--- src/rtl/cpu_step_sequencer.sv ---
// Multi-cycle instruction sequencer: a FETCH phase followed by up to MAX_EXEC
// execute steps, with early finish, a sticky halt and two performance counters.
module cpu_step_sequencer #(
    parameter int MAX_EXEC = 2,
    parameter int STEP_W   = 4,
    parameter int CNT_W    = 32
) (
    input  logic              clk,
    input  logic              reset_i,
    input  logic              stall_i,
    input  logic              end_early_i,
    input  logic              halt_i,
    output logic [1:0]        state_o,
    output logic [STEP_W-1:0] step_o,
    output logic              fetch_o,
    output logic              last_o,
    output logic              retire_o,
    output logic [CNT_W-1:0]  active_cycles_o,
    output logic [CNT_W-1:0]  retired_o
);

    typedef enum logic [1:0] {
        ST_FETCH   = 2'd0,
        ST_EXEC    = 2'd1,
        ST_HALTED  = 2'd2,
        ST_ILLEGAL = 2'd3
    } state_e;

    localparam logic [STEP_W-1:0] LAST_STEP = STEP_W'(MAX_EXEC - 1);

    if (MAX_EXEC < 1 || MAX_EXEC > 15) begin : g_bad_max_exec
        $error("cpu_step_sequencer: MAX_EXEC must be in 1..15");
    end
    if ((2 ** STEP_W) <= MAX_EXEC) begin : g_bad_step_w
        $error("cpu_step_sequencer: STEP_W too narrow for MAX_EXEC");
    end

    state_e            state_q, state_d;
    logic [STEP_W-1:0] step_q, step_d;
    logic              halt_pend_q, halt_pend_d;
    logic [CNT_W-1:0]  active_q, active_d;
    logic [CNT_W-1:0]  retired_q, retired_d;
    logic              is_last;
    logic              is_retire;
    logic              not_halted;

    assign not_halted = (state_q != ST_HALTED);
    assign is_last    = (state_q == ST_EXEC) && ((step_q == LAST_STEP) || end_early_i);
    assign is_retire  = is_last && !stall_i;

    always_comb begin
        state_d = state_q;
        step_d  = step_q;
        case (state_q)
            ST_FETCH: begin
                if (!stall_i) begin
                    state_d = ST_EXEC;
                    step_d  = '0;
                end
            end
            ST_EXEC: begin
                if (!stall_i) begin
                    if (is_last) begin
                        step_d  = '0;
                        state_d = (halt_pend_q || halt_i) ? ST_HALTED : ST_FETCH;
                    end else begin
                        step_d = step_q + STEP_W'(1);
                    end
                end
            end
            ST_HALTED: begin
                state_d = ST_HALTED;
                step_d  = '0;
            end
            default: begin
                // The unused encoding recovers into a clean fetch.
                state_d = ST_FETCH;
                step_d  = '0;
            end
        endcase
    end

    // A halt request is remembered even while stalled so that it takes effect
    // at the next retirement, whichever cycle that turns out to be.
    assign halt_pend_d = halt_pend_q || (halt_i && not_halted);
    assign active_d    = not_halted ? active_q + CNT_W'(1) : active_q;
    assign retired_d   = is_retire ? retired_q + CNT_W'(1) : retired_q;

    always_ff @(posedge clk or posedge reset_i) begin
        if (reset_i) begin
            state_q     <= ST_FETCH;
            step_q      <= '0;
            halt_pend_q <= 1'b0;
            active_q    <= '0;
            retired_q   <= '0;
        end else begin
            state_q     <= state_d;
            step_q      <= step_d;
            halt_pend_q <= halt_pend_d;
            active_q    <= active_d;
            retired_q   <= retired_d;
        end
    end

    assign state_o         = state_q;
    assign step_o          = step_q;
    assign fetch_o         = (state_q == ST_FETCH);
    assign last_o          = is_last;
    assign retire_o        = is_retire;
    assign active_cycles_o = active_q;
    assign retired_o       = retired_q;

endmodule

--- config.mk ---
export PLATFORM = sky130hd
export DESIGN_NAME = cpu_step_sequencer
export DESIGN_NICKNAME = d
export VERILOG_FILES = /design/src/rtl/cpu_step_sequencer.sv
export SDC_FILE = /design/constraint.sdc
export NUM_CORES = 1
export LEC_CHECK = 0
export CAP_MARGIN = 5
export CORE_MARGIN = 3
export CORE_UTILIZATION = 50
export CTS_BUF_LIST = sky130_fd_sc_hd__clkbuf_8
export DETAILED_ROUTE_END_ITERATION = 6
export HOLD_SLACK_MARGIN = 0.15
export PLACE_DENSITY_LB_ADDON = 0.2
export SYNTH_ARGS = -nofsm -noshare
export SYNTH_HDL_FRONTEND = slang
export SYNTH_SLANG_ARGS = --single-unit
--- constraint.sdc ---
create_clock -name clk -period 6.7 [get_ports clk]
set_clock_uncertainty 0.1 [all_clocks]
set_input_delay 1.675 -clock clk [delete_from_list [all_inputs] [get_ports clk]]
set_output_delay 1.675 -clock clk [all_outputs]
set_load 0.02 [all_outputs]
==> flow_metrics.env, run 1 <==
export IMPL_cp_cell_sequence="clkdlybuf4s50_1 > nor3b_2 > o21ai_2 > inv_2 > clkdlybuf4s50_1"
export IMPL_yosysWarnings=0
export IMPL_worstMarginPinSlew_ps=886.1
export IMPL_cts_resized=0
export IMPL_path_common_cell="clkdlybuf4s50_1"
export IMPL_hp_start="halt_pend_q$_DFF_PP0_"
export IMPL_drive_gt1_share_pct=8.579
export IMPL_internal_power_uw=885.0
export IMPL_min_period_ps=5201
export IMPL_postCtsHoldBufs=0
export IMPL_arrival_ps=3430
export IMPL_syn_num_nets=290
export IMPL_synth_area_um2=3202
export IMPL_whs_path_depth=1
export IMPL_root_buffer="clkbuf_8"
export IMPL_htree_levels=3
export IMPL_rr_endpoint="retired_o[19]$_DFFE_PP0P_"
export IMPL_gp_congestion=0.7823
export IMPL_p_switching_uw=381.5
export IMPL_grt_use_total_pct=19.14
export IMPL_firstDrtPassIters=4
export IMPL_hold_viol_final=0
export IMPL_max_freq_mhz=192.3
export IMPL_core_region_area_um2=6061
export IMPL_ys_seq_area_share_pct=55.49
export IMPL_drtAntennaViolNets=0
export IMPL_cp_start_kind="input pin"
export IMPL_first_iter_violations=151
export IMPL_drc=0
export IMPL_netlist_area_leader_share_pct=55.49
export IMPL_ys_ff_latch=71
export IMPL_grt_start_max_net_pins=72
export IMPL_via_per_inst=5.362
export IMPL_max_cap_violations=0
export IMPL_synthCells=281
export IMPL_fin_ws_ps=1499
export IMPL_rr_worst_depth=7
export IMPL_finalSetupViolCount=0
export IMPL_cts_setup_buffers=0
export IMPL_mostFrequentLayoutCell="clkdlybuf4s50_1"
export IMPL_row_count=28
export IMPL_netSwitchingFraction_pct=30.12
export IMPL_clk_transition_reported_paths_ps=70
export IMPL_ff2ff_setup_slack_ps=4510
export IMPL_vias=2402
export IMPL_drv_slew=0
export IMPL_most_common_layout_cells="clkdlybuf4s50_1 (77), dfrtp_1 (71), xnor2_1 (47)"
export IMPL_clockBufferDepth=2
export IMPL_cp_num_buf_inv=3
export IMPL_critPathKind="input pin to primary output"
export IMPL_ir_drop_mv=0.2614
export IMPL_wl_mm=6.549
export IMPL_layout_cells_non_filler=448
export IMPL_antennaDiodeCount=0
export IMPL_p_leak_uw=0.001890
export IMPL_start_util_pct=52.83
export IMPL_hold_path_class="register to register"
export IMPL_antenna_found_initial=0
export IMPL_slew_headroom_pct=40.92
export IMPL_p_comb_share_pct=23.6
export IMPL_grt_setup_unrepaired="no"
export IMPL_die_area_um2=7399
export IMPL_n_fill_cell=463
export IMPL_r2r_start="step_o[1]$_DFFE_PP0P_"
export IMPL_setup_tns_ps=0
export IMPL_power_density_nw_per_um2=293.2
export IMPL_end_kind="primary output"
export IMPL_grt_remaining_overflow=0
export IMPL_grt_pass1_vias=2294
export IMPL_cts_made_buffers=9
export IMPL_fin_nets=377
export IMPL_multiInputGateArea_um2=1400
export IMPL_cp_top_family="buffers and inverters"
export IMPL_syn2layout_area_growth_pct=34.90
export IMPL_worstPathRequired_ps=4930
export IMPL_dpl_hpwl_mm=4.628
export IMPL_synth_area_per_cell_um2=11.39
export IMPL_avgRoutedWirePerCell_um=14.62
export IMPL_synth_top_area_cell="dfrtp_1"
export IMPL_ios=78
export IMPL_numPortBuffers=77
export IMPL_synth_area_leaders="dfrtp_1 (55%), xnor2_1 (13%), nand3_1 (4.7%)"
export IMPL_p_clk_share_pct=33.7
export IMPL_final_util_pct=71.26
export IMPL_cts_sinks=71
export IMPL_period_share_pct=77.63
export IMPL_pwr_share_seq_pct=42.7
export IMPL_status="finished clean"
export IMPL_cp_max_fo=10
export IMPL_fp_dieH_um=86.02
export IMPL_placedCellCount=432
export IMPL_clkLatencyLatePin_ps=340
export IMPL_die_x_um=86.02
export IMPL_regArea_um2=1777
export IMPL_cpPeakStageDelay_ps=630
export IMPL_tritoncts="done"
export IMPL_cp_slowest_cell="clkdlybuf4s50_1"
export IMPL_yosysUniqueCellTypes=32
export IMPL_grt_pass1_wl_mm=11.07
export IMPL_p_total_uw=1266
export IMPL_whs_endpoint="halt_pend_q$_DFF_PP0_"
export IMPL_dp_slack_ps=1499
## cell usage after synthesis
cell      number
ha_1           4
nor4_1         1
nand3_1       30
or2_2          2
xor2_1        15
xnor2_1       47
a32oi_1        1
and4_1         5
nand2b_1       1
nand4_1       18
a21o_1         2
nor4_4         1
nand4_2        3
buf_2          2
and3_1        12
mux2_2         1
nor3b_1        1
nor2_1        12
nand2_1       23
or4_4          1
dfrtp_1       71
nor3_2         2
and2_1         2
nor3b_2        2
o21ai_0        4
a21oi_1        2
o31a_1         1
nor3_1         9
inv_2          1
nor2b_1        1
inv_1          3
o21ai_2        1
## routing by layer
layer / share of wire, % / GRT usage, %
met5: 0 / 0
met2: 46 / 28.59
met4: 2.0 / 9.928
met1: 48 / 26.38
met3: 4.0 / 3.842
## cell families after synthesis
family | synth area share (%)
multiplexers | 0.3517
AND/OR/NAND/NOR | 22.63
flip-flops | 55.49
XOR/XNOR | 16.96
adder cells (fa/ha/maj) | 1.563
AO/OA/AOI/OAI | 2.227
buffers and inverters | 0.7814
## final cells by class
cell class	instances	area share (%)
sequential	71	41.14
multi-input combinational	204	32.42
timing repair buffer	78	18.02
clock buffer	11	3.505
clock inverter	5	2.404
tap	75	2.173
inverter	4	0.3476
## worst max path at each step
| stage | from | endpoint | slack [ps] | cells after the start |
|---|---|---|---|---|
| floorplan | end_early_i | last_o | 2650 | 2 |
| global placement | stall_i | retire_o | 1540 | 5 |
| detailed placement | stall_i | retire_o | 1500 | 5 |
| CTS | stall_i | retire_o | 1490 | 5 |
| global route | stall_i | retire_o | 1360 | 5 |
| finish | stall_i | retire_o | 1500 | 5 |
## power groups by stage
| stage | logic (uW) | registers [uW] | clock network, uW |
|---|---|---|---|
| after floorplan | 124 | 588 | 0 |
| after global placement | 297 | 546 | 0 |
| after detailed placement | 302 | 548 | 0 |
| after CTS | 304 | 541 | 438 |
| after global routing | 327 | 550 | 456 |
| final | 299 | 541 | 426 |
## registers in the layout (all words and copies together), names as in the netlist
register	cells
halt_pend_q	1
state_o	2
retired_o	32
step_o	4
active_cycles_o	32
## stage by stage
step	hold WS, ps	instance area, um^2
2_1_floorplan	328.7	3202
3_3_place_gp	343.9	4064
3_5_place_dp	345.7	4064
4_1_cts	370.1	4319
5_1_grt	383.6	4319
6_report	374.4	4319
Power figures use the tool's default switching activity.
==> run 2, diff against run 1 <==
--- a/config.mk
+++ b/config.mk
@@ -7,7 +7,7 @@
 export LEC_CHECK = 0
 export CAP_MARGIN = 5
 export CORE_MARGIN = 3
-export CORE_UTILIZATION = 50
+export CORE_UTILIZATION = 46
 export CTS_BUF_LIST = sky130_fd_sc_hd__clkbuf_8
 export DETAILED_ROUTE_END_ITERATION = 6
 export HOLD_SLACK_MARGIN = 0.15
==> constraint.sdc (replaced) <==
create_clock -name clk -period 4.3 [get_ports clk]
set_clock_uncertainty 0.1 [all_clocks]
set_input_delay 1.075 -clock clk [delete_from_list [all_inputs] [get_ports clk]]
set_output_delay 1.075 -clock clk [all_outputs]
set_load 0.02 [all_outputs]
==> run 2 against run 1 <==
Global-route usage decreased by 1.7 points. Final area shrank 0.98%. Critical path depth unchanged. Critical path type unchanged. Sequential power grew 56%. Cell count rose by 0.89%.
==> flow_metrics.env, run 2 (same netlist as run 1, synthesis figures left out) <==
export IMPL_whs_path_depth=1
export IMPL_antennaDiodeCount=0
export IMPL_path_common_cell="clkdlybuf4s50_1"
export IMPL_drc=0
export IMPL_grt_use_total_pct=17.45
export IMPL_cp_slowest_cell="clkdlybuf4s50_1"
export IMPL_cts_sinks=71
export IMPL_drv_slew=0
export IMPL_antenna_found_initial=0
export IMPL_clockBufferDepth=2
export IMPL_grt_start_max_net_pins=53
export IMPL_min_period_ps=3896
export IMPL_cp_num_buf_inv=3
export IMPL_arrival_ps=2720
export IMPL_whs_endpoint="active_cycles_o[31]$_DFFE_PP0N_"
export IMPL_dp_slack_ps=394.9
export IMPL_tritoncts="done"
export IMPL_slew_headroom_pct=29.69
export IMPL_postCtsHoldBufs=0
export IMPL_ir_drop_mv=0.3895
export IMPL_fp_dieH_um=89.43
export IMPL_grt_setup_unrepaired="no"
export IMPL_wl_mm=6.495
export IMPL_clkLatencyLatePin_ps=340
export IMPL_clk_transition_reported_paths_ps=80
export IMPL_numPortBuffers=77
export IMPL_worstPathRequired_ps=3120
export IMPL_ff2ff_setup_slack_ps=2070
export IMPL_drive_gt1_share_pct=9.067
export IMPL_gp_congestion=0.8080
export IMPL_first_iter_violations=72
export IMPL_cp_cell_sequence="clkdlybuf4s50_1 > nor3b_2 > o21ai_2 > inv_2 > clkdlybuf4s50_1"
export IMPL_rr_worst_depth=7
export IMPL_cts_setup_buffers=0
export IMPL_cp_start_kind="input pin"
export IMPL_worstMarginPinSlew_ps=1053
export IMPL_grt_pass1_wl_mm=10.71
export IMPL_fin_nets=379
export IMPL_hold_ws_ps=368.1
export IMPL_hold_path_class="register to register"
export IMPL_die_x_um=89.43
export IMPL_p_leak_uw=0.001863
export IMPL_max_freq_mhz=256.6
export IMPL_root_buffer="clkbuf_8"
export IMPL_htree_levels=3
export IMPL_avgRoutedWirePerCell_um=14.37
export IMPL_cp_top_family="buffers and inverters"
export IMPL_cts_made_buffers=9
export IMPL_cpPeakStageDelay_ps=600
export IMPL_status="finished clean"
export IMPL_grt_pass1_vias=2282
export IMPL_vias=2406
export IMPL_final_util_pct=65.48
export IMPL_syn2layout_area_growth_pct=33.57
export IMPL_firstDrtPassIters=4
export IMPL_cp_max_fo=8
export IMPL_mostFrequentLayoutCell="clkdlybuf4s50_1"
export IMPL_row_count=29
export IMPL_die_area_um2=7998
export IMPL_cts_resized=0
export IMPL_startpoint="stall_i"
export IMPL_period_share_pct=90.61
export IMPL_rr_endpoint="retired_o[31]$_DFFE_PP0P_"
export IMPL_core_region_area_um2=6531
export IMPL_start_util_pct=49.02
export IMPL_layout_cells_non_filler=452
export IMPL_ios=78
export IMPL_grt_remaining_overflow=0
export IMPL_dpl_hpwl_mm=4.620
export IMPL_r2r_start="step_o[1]$_DFFE_PP0P_"
export IMPL_setup_tns_ps=0
export IMPL_via_per_inst=5.323
export IMPL_hold_viol_final=0
export IMPL_finalSetupViolCount=0
export IMPL_fin_ws_ps=403.6
export IMPL_drtAntennaViolNets=0
export IMPL_hp_start="active_cycles_o[31]$_DFFE_PP0N_"
export IMPL_power_density_nw_per_um2=430.0
export IMPL_placedCellCount=436
export IMPL_most_common_layout_cells="clkdlybuf4s50_1 (77), dfrtp_1 (71), xnor2_1 (47)"
export IMPL_end_kind="primary output"
export IMPL_max_cap_violations=0
export IMPL_critPathKind="input pin to primary output"
==> run 2: cell count changes in the layout (fill, tap and decap cells not counted), sizes merged <==
cell / delta
inv: +1
bufinv: -2
buf: +2
clkbuf: -2
clkinvlp: +3
==> run 2: how the worst max path moves through the flow <==
stage                                          end  slack, ps  depth (start not counted)
floorplan           active_cycles_o[0]$_DFFE_PP0N_       1330                          1
global placement                          retire_o        430                          5
detailed placement                        retire_o        390                          5
CTS                                       retire_o        400                          5
global route                              retire_o        310                          5
finish                                    retire_o        400                          5
==> run 2: where the power goes <==
part | leakage, uW | switching [uW] | internal [uW] | total [uW]
Sequential | 0.000963 | 107 | 736 | 842
Clock | 0.0000916 | 256 | 267 | 524
Combinational | 0.000807 | 243 | 230 | 473
Total | 0.00186 | 606 | 1230 | 1840
==> run 2: metrics by stage <==
step,cell area [um^2],power (uW)
2_1_floorplan,3202,1108
3_3_place_gp,4081,1325
3_5_place_dp,4081,1330
4_1_cts,4277,1854
5_1_grt,4277,1937
6_report,4277,1839
==> run 2: final cells by class <==
type | instances | area [um^2]
clock inverter | 7 | 71.32
clock buffer | 9 | 123.9
multi-input combinational | 204 | 1400
inverter | 4 | 15.01
sequential | 71 | 1777
fill | 516 | 2255
tap | 77 | 96.34
timing repair buffer | 80 | 793.3
==> run 2: routing by layer <==
metal	part of all wire, %	vias to the layer above	global-route usage, %
li1	-	1169	-
met1	49	1171	23.54
met2	46	57	25.92
met3	4.0	9	4.793
met4	1.8	0	8.525
met5	0	-	0
==> run 3, diff against run 2 <==
--- a/config.mk
+++ b/config.mk
@@ -6,11 +6,14 @@
 export NUM_CORES = 1
 export LEC_CHECK = 0
 export CAP_MARGIN = 5
+export CELL_PAD_IN_SITES_DETAIL_PLACEMENT = 1
+export CELL_PAD_IN_SITES_GLOBAL_PLACEMENT = 1
 export CORE_MARGIN = 3
-export CORE_UTILIZATION = 46
+export CORE_UTILIZATION = 36
 export CTS_BUF_LIST = sky130_fd_sc_hd__clkbuf_8
 export DETAILED_ROUTE_END_ITERATION = 6
 export HOLD_SLACK_MARGIN = 0.15
+export MAX_ROUTING_LAYER = met4
 export PLACE_DENSITY_LB_ADDON = 0.2
 export SYNTH_ARGS = -nofsm -noshare
 export SYNTH_HDL_FRONTEND = slang
==> constraint.sdc (replaced) <==
create_clock -name clk -period 3.14 [get_ports clk]
set_clock_uncertainty 0.1 [all_clocks]
set_input_delay 0.785 -clock clk [delete_from_list [all_inputs] [get_ports clk]]
set_output_delay 0.785 -clock clk [all_outputs]
set_load 0.02 [all_outputs]
==> run 3 against run 2 <==
Sequential share of layout area down 1.0 points. Cell count increased by 7.1%. Register-to-register slack got worse by 1100 ps. Critical path type unchanged. Critical endpoint unchanged.
==> flow_metrics.env, run 3 (same netlist as run 1, synthesis figures left out) <==
export IMPL_max_cap_violations=0
export IMPL_die_x_um=100.3
export IMPL_drv_slew=0
export IMPL_clockBufferDepth=2
export IMPL_syn2layout_area_growth_pct=36.89
export IMPL_r2r_start="step_o[1]$_DFFE_PP0P_"
export IMPL_rr_endpoint="retired_o[28]$_DFFE_PP0P_"
export IMPL_setup_tns_ps=0
export IMPL_max_freq_mhz=368.3
export IMPL_rr_worst_depth=9
export IMPL_end_kind="primary output"
export IMPL_cts_sinks=71
export IMPL_drc=0
export IMPL_grt_pass1_vias=2666
export IMPL_antennaDiodeCount=0
export IMPL_arrival_ps=1830
export IMPL_row_count=33
export IMPL_firstDrtPassIters=4
export IMPL_gp_congestion=0.8036
export IMPL_grt_setup_unrepaired="no"
export IMPL_endpoint="retire_o"
export IMPL_drtAntennaViolNets=0
export IMPL_grt_pass1_wl_mm=13.12
export IMPL_core_region_area_um2=8423
export IMPL_final_util_pct=52.04
export IMPL_startpoint="stall_i"
export IMPL_dpl_hpwl_mm=5.464
export IMPL_fp_dieH_um=100.3
export IMPL_cp_max_fo=2
export IMPL_root_buffer="clkbuf_8"
export IMPL_die_area_um2=10060
export IMPL_vias=2469
export IMPL_worstPathRequired_ps=2250
export IMPL_via_per_inst=5.101
export IMPL_clkLatencyLatePin_ps=330
export IMPL_mostFrequentLayoutCell="clkdlybuf4s50_1"
export IMPL_grt_start_max_net_pins=72
export IMPL_first_iter_violations=89
export IMPL_hold_ws_ps=365.7
export IMPL_avgRoutedWirePerCell_um=15.54
export IMPL_grt_use_total_pct=16.58
export IMPL_wl_mm=7.521
export IMPL_tritoncts="done"
export IMPL_p_leak_uw=0.001945
export IMPL_fin_nets=384
export IMPL_status="finished clean"
export IMPL_cts_made_buffers=9
export IMPL_htree_levels=3
export IMPL_hold_viol_final=0
export IMPL_postCtsHoldBufs=0
export IMPL_ff2ff_setup_slack_ps=980
export IMPL_placedCellCount=469
export IMPL_finalSetupViolCount=0
export IMPL_start_util_pct=38.01
export IMPL_drive_gt1_share_pct=9.763
export IMPL_slew_headroom_pct=60.90
export IMPL_most_common_layout_cells="clkdlybuf4s50_1 (75), dfrtp_1 (71), xnor2_1 (47)"
export IMPL_cts_setup_buffers=0
export IMPL_fin_ws_ps=425.2
export IMPL_ios=78
export IMPL_antenna_found_initial=0
export IMPL_power_density_nw_per_um2=593.0
export IMPL_dp_slack_ps=24.13
export IMPL_grt_remaining_overflow=0
export IMPL_ir_drop_mv=0.5094
export IMPL_hold_path_class="register to register"
export IMPL_cts_resized=0
export IMPL_numPortBuffers=77
export IMPL_critPathKind="input pin to primary output"
export IMPL_cp_start_kind="input pin"
export IMPL_layout_cells_non_filler=484
export IMPL_worstMarginPinSlew_ps=581.2
export IMPL_clk_transition_reported_paths_ps=70
export IMPL_period_share_pct=86.46
export IMPL_min_period_ps=2715
==> run 3: cell count changes in the layout (fill, tap and decap cells not counted) <==
cell             change
clkdlybuf4s50_1      -2
buf_12               +1
bufinv_16            +1
clkbuf_8             +1
dlymetal6s2s_1       +2
buf_4                +4
inv_1                +1
clkinvlp_4           -3
inv_6                -1
==> run 3: final cells by class <==
type                            count  area, um^2
Fill cell                         908        4040
Sequential cell                    71        1777
Clock inverter                      5       73.82
Clock buffer                       10       137.6
Timing Repair Buffer               85       848.3
Multi-Input combinational cell    204        1400
Inverter                            4       15.01
Tap cell                          105       131.4
==> run 3: worst max-delay path: stages <==
cell	delay, ps
clkdlybuf4s50_1	440
nor3b_2	220
o21ai_2	100
inv_2	70
dlymetal6s2s_1	220
==> run 3: metal layers <==
| layer | track usage [%] | share of wire (%) |
|---|---|---|
| met3 | 3.614 | 3.5 |
| met4 | 4.974 | 1.3 |
| met5 | - | 0 |
| met1 | 21.25 | 45 |
| met2 | 26.40 | 50 |
==> run 3: how the worst min path moves through the flow <==
stage / startpoint / end / depth (start not counted)
2_1_floorplan: halt_pend_q$_DFF_PP0_ / halt_pend_q$_DFF_PP0_ / 1
4_1_cts: halt_pend_q$_DFF_PP0_ / halt_pend_q$_DFF_PP0_ / 1
6_report: halt_pend_q$_DFF_PP0_ / halt_pend_q$_DFF_PP0_ / 1
5_1_grt: halt_pend_q$_DFF_PP0_ / halt_pend_q$_DFF_PP0_ / 1
3_3_place_gp: halt_pend_q$_DFF_PP0_ / halt_pend_q$_DFF_PP0_ / 1
3_5_place_dp: halt_pend_q$_DFF_PP0_ / halt_pend_q$_DFF_PP0_ / 1
==> run 3: stage by stage <==
step	instance area [um^2]	power, uW
5_1_grt	4383	2757
2_1_floorplan	3202	1517
3_5_place_dp	4167	1841
6_report	4383	2599
4_1_cts	4378	2647
3_3_place_gp	4167	1830
==> run 3: power breakdown <==
part	total, uW	internal (uW)	switching [uW]
logic	660	321	338
registers	1160	1010	150
clock network	781	459	322
==> patch 1: new RTL, flow settings as in run 2 <==
Set the parameter `STEP_W` to 3 (it was 4).
--- a/src/rtl/cpu_step_sequencer.sv
+++ b/src/rtl/cpu_step_sequencer.sv
@@ -2,7 +2,7 @@
 // execute steps, with early finish, a sticky halt and two performance counters.
 module cpu_step_sequencer #(
     parameter int MAX_EXEC = 2,
-    parameter int STEP_W   = 4,
+    parameter int STEP_W   = 3,
     parameter int CNT_W    = 32
 ) (
     input  logic              clk,
Interface: changed (resized step_o); port bits go from 78 to 77. The function was not compared with the original's and may differ.
==> patch 1 against run 2 <==
Area after synthesis increased by 0.78%; first-iteration DRC count shrank 26%; final area increased by 2.0%; setup slack got worse by 0.063 ns; power is 7.5% higher; non-clock buffer count fell by 3; sequential cell count decreased by 1; register-to-register slack worse by 0.11 ns; routed wire length decreased by 1.9%; largest cell class unchanged; highest routed layer unchanged.
==> patch 1: results (changes against run 2) <==
metric	value	unit	change
fin_ws	0.340	ns	was 0.404 ns
startpoint	end_early_i		was stall_i
path_max_fanout	4		was 8
clk_path_buf_depth	2		unchanged
synth_xor_area_frac	0.168		was 0.170
peakVddDrop	400	µV	was 389 µV
grt_max_degree	39		was 53
dp_hpwl	4.68	mm	was 4.62 mm
drtIter0Drc	53		was 72
wl_met1	2.95	mm	was 3.15 mm
max_stage_delay	0.67	ns	was 0.60 ns
synth_fp_nets	289		was 290
layout.area.seq	1750	µm²	was 1780 µm²
grt_use_met3	0.0559		was 0.0479
post_dp_cell_area	4090	µm²	was 4080 µm²
grt_use_total	0.166		was 0.174
r2r_setup_slack	1.96	ns	was 2.07 ns
io_buffers	76		was 77
vias_per_cell	5.14		was 5.32
muxShareOfSynthArea	0.00698		was 0.00352
wire_per_inst	13.8	µm	was 14.4 µm
avgSynthCellArea	11.5	µm²	was 11.4 µm²
post_route_cells_drive_above_1_share	0.0842		was 0.0907
placedCellCount	445		was 436
root_buffer	clkbuf_8		unchanged
nets	372		was 379
status	finished clean		unchanged
relSlewSlack	0.518		was 0.297
fin_hold_ws	0.361	ns	was 0.368 ns
fillers	538		was 516
place.gp.congestion	0.813		was 0.808
dr_wl_met3	307	µm	was 261 µm
synthTopCellsByArea	dfrtp_1, xnor2_1, xor2_1, nand3_1, nand4_1		was dfrtp_1, xnor2_1, nand3_1, xor2_1, nand4_1
first_global_vias	2403		was 2282
layout.cells.non_filler	461		was 452
grtUsageMet1	0.210		was 0.235
seq_area_frac_synth	0.543		was 0.555
dp_slack	0.355	ns	was 0.395 ns
synth_fa_ha_area_frac	0.0155		was 0.0156
patch 1: cell count changes in the layout (fill, tap and decap cells not counted), sizes merged, moves of 3 or more:
cell / before / now
nand3: 30 / 23
xnor2: 47 / 42
xor2: 15 / 20
nand4: 21 / 17
bufinv: 1 / 4
nand2: 23 / 20
nor2b: 1 / 4
nor3: 11 / 8
patch 1: report_power, final:
part / total (mW) / internal [mW] / switching, mW
clock network: 0.701 / 0.459 / 0.242
registers: 0.824 / 0.726 / 0.0985
logic: 0.451 / 0.224 / 0.228
patch 1: cell type report:
type,instances,share of cell area
tap,93,0.0267
clock buffer,10,0.0316
timing repair buffer,77,0.179
multi-input combinational,199,0.326
sequential,70,0.402
inverter,6,0.00516
clock inverter,6,0.0304
patch 1: path summary, 6_finish.rpt:
path                            cells after the start             endpoint
worst max-delay path                                4             retire_o
worst min-delay path                                1          halt_pend_q
worst max register to register                      7        retired_o[31]
worst min register to register                      1          halt_pend_q
max in group asynchronous                           3         retired_o[8]
min in group asynchronous                           2  active_cycles_o[15]
==> patch 2: new RTL, flow settings as in run 2 <==
Without the edit above. Put one more register stage on the output `retired_o`, with the module's reset. The value now appears one clock later. The other outputs are not delayed to match.
--- a/src/rtl/cpu_step_sequencer.sv
+++ b/src/rtl/cpu_step_sequencer.sv
@@ -108,7 +108,13 @@
     assign last_o          = is_last;
     assign retire_o        = is_retire;
     assign active_cycles_o = active_q;
-    assign retired_o       = retired_q;
+    always_ff @(posedge clk or posedge reset_i) begin
+        if (reset_i) begin
+            retired_o <= '0;
+        end else begin
+            retired_o <= retired_q;
+        end
+    end
 
 endmodule
 
Check against the original RTL: not equivalent (Yosys sat finds a counterexample within 4 cycles, from zero or initial values and one cycle with reset_i high).
==> patch 2 against run 2 <==
Final area increased by 22%; power increased by 25%; routed wire length increased by 12%; critical path depth decreased by 1; first-iteration DRC count increased by 29%; critical path type unchanged; area after synthesis increased by 28%; global-route usage decreased by 1.8 points; setup slack improved by 0.027 ns; register-to-register slack got worse by 0.08 ns; sequential share of layout area increased by 7.8 points; sequential cell count increased by 32; largest cell class unchanged; count of clock-buffer cells in the layout unchanged.
==> patch 2: results (changes against run 2) <==
metric	value	unit	change
dp_hpwl	5.04	mm	was 4.62 mm
grt.met2_usage	0.238		was 0.259
synthTopCellsByArea	dfrtp_1, xor2_1, xnor2_1, nor2_1, nand3_1		was dfrtp_1, xnor2_1, nand3_1, xor2_1, nand4_1
status	finished clean		unchanged
placedCellCount	501		was 436
arrival	2.69	ns	was 2.72 ns
wl_met2	3.44	mm	was 2.96 mm
hp-start	retired_q[31]		was active_cycles_o[31]
min_period	3.87	ns	was 3.90 ns
place.gp.congestion	0.771		was 0.808
ys_top_cells_by_count	dfrtp_1, xor2_1, xnor2_1		was dfrtp_1, xnor2_1, nand3_1
seq_area_frac_synth	0.630		was 0.555
timing.rr.end	retired_q[17]		was retired_o[31]
layout.cells.non_filler	517		was 452
layout.area.seq	2580	µm²	was 1780 µm²
peakVddDrop	356	µV	was 389 µV
nMultiInputCombCells	205		was 204
grt_pass1_wl	12.6	mm	was 10.7 mm
relSlewSlack	0.485		was 0.297
synth_xor_area_frac	0.133		was 0.170
dp_slack	0.433	ns	was 0.395 ns
dr_wl_met3	302	µm	was 261 µm
grt_use_total	0.157		was 0.174
avgSynthCellArea	12.8	µm²	was 11.4 µm²
path_max_fanout	4		was 8
wl_met1	3.45	mm	was 3.15 mm
grt_use_met3	0.0417		was 0.0479
clkCellAreaFrac	0.0434		was 0.0456
patch 2: cell count changes in the layout (fill, tap and decap cells not counted), sizes merged, moves of 3 or more:
cell and change:
or3 +5, dfrtp +32, inv +6, nor2 +16, xnor2 -18, xor2 +18, clkinvlp -3, and4 +3
and3 -3, nand3 -12, o21ai -3, nand4 -8
patch 2: cells by family (layout without fill, tap and decap cells):
logic type / after synthesis / after routing
compound gates: 9 / 9
xor+xnor: 62 / 62
fa+ha+maj: 4 / 4
buf+inv: 12 / 104
flops: 103 / 103
mux: 4 / 4
simple gates: 126 / 126
patch 2: metrics by stage:
step	instance area, µm²	hold WS (ns)
6_report	5220	0.309
5_1_grt	5220	0.332
2_1_floorplan	4090	0.272
3_3_place_gp	4990	0.285
4_1_cts	5220	0.315
3_5_place_dp	4990	0.291
patch 2: report_power, final:
part	internal [mW]	leakage [nW]	switching [mW]
Clock	0.336	0.116	0.329
Combinational	0.231	0.940	0.236
Sequential	1.06	1.38	0.116
Total	1.62	2.44	0.682
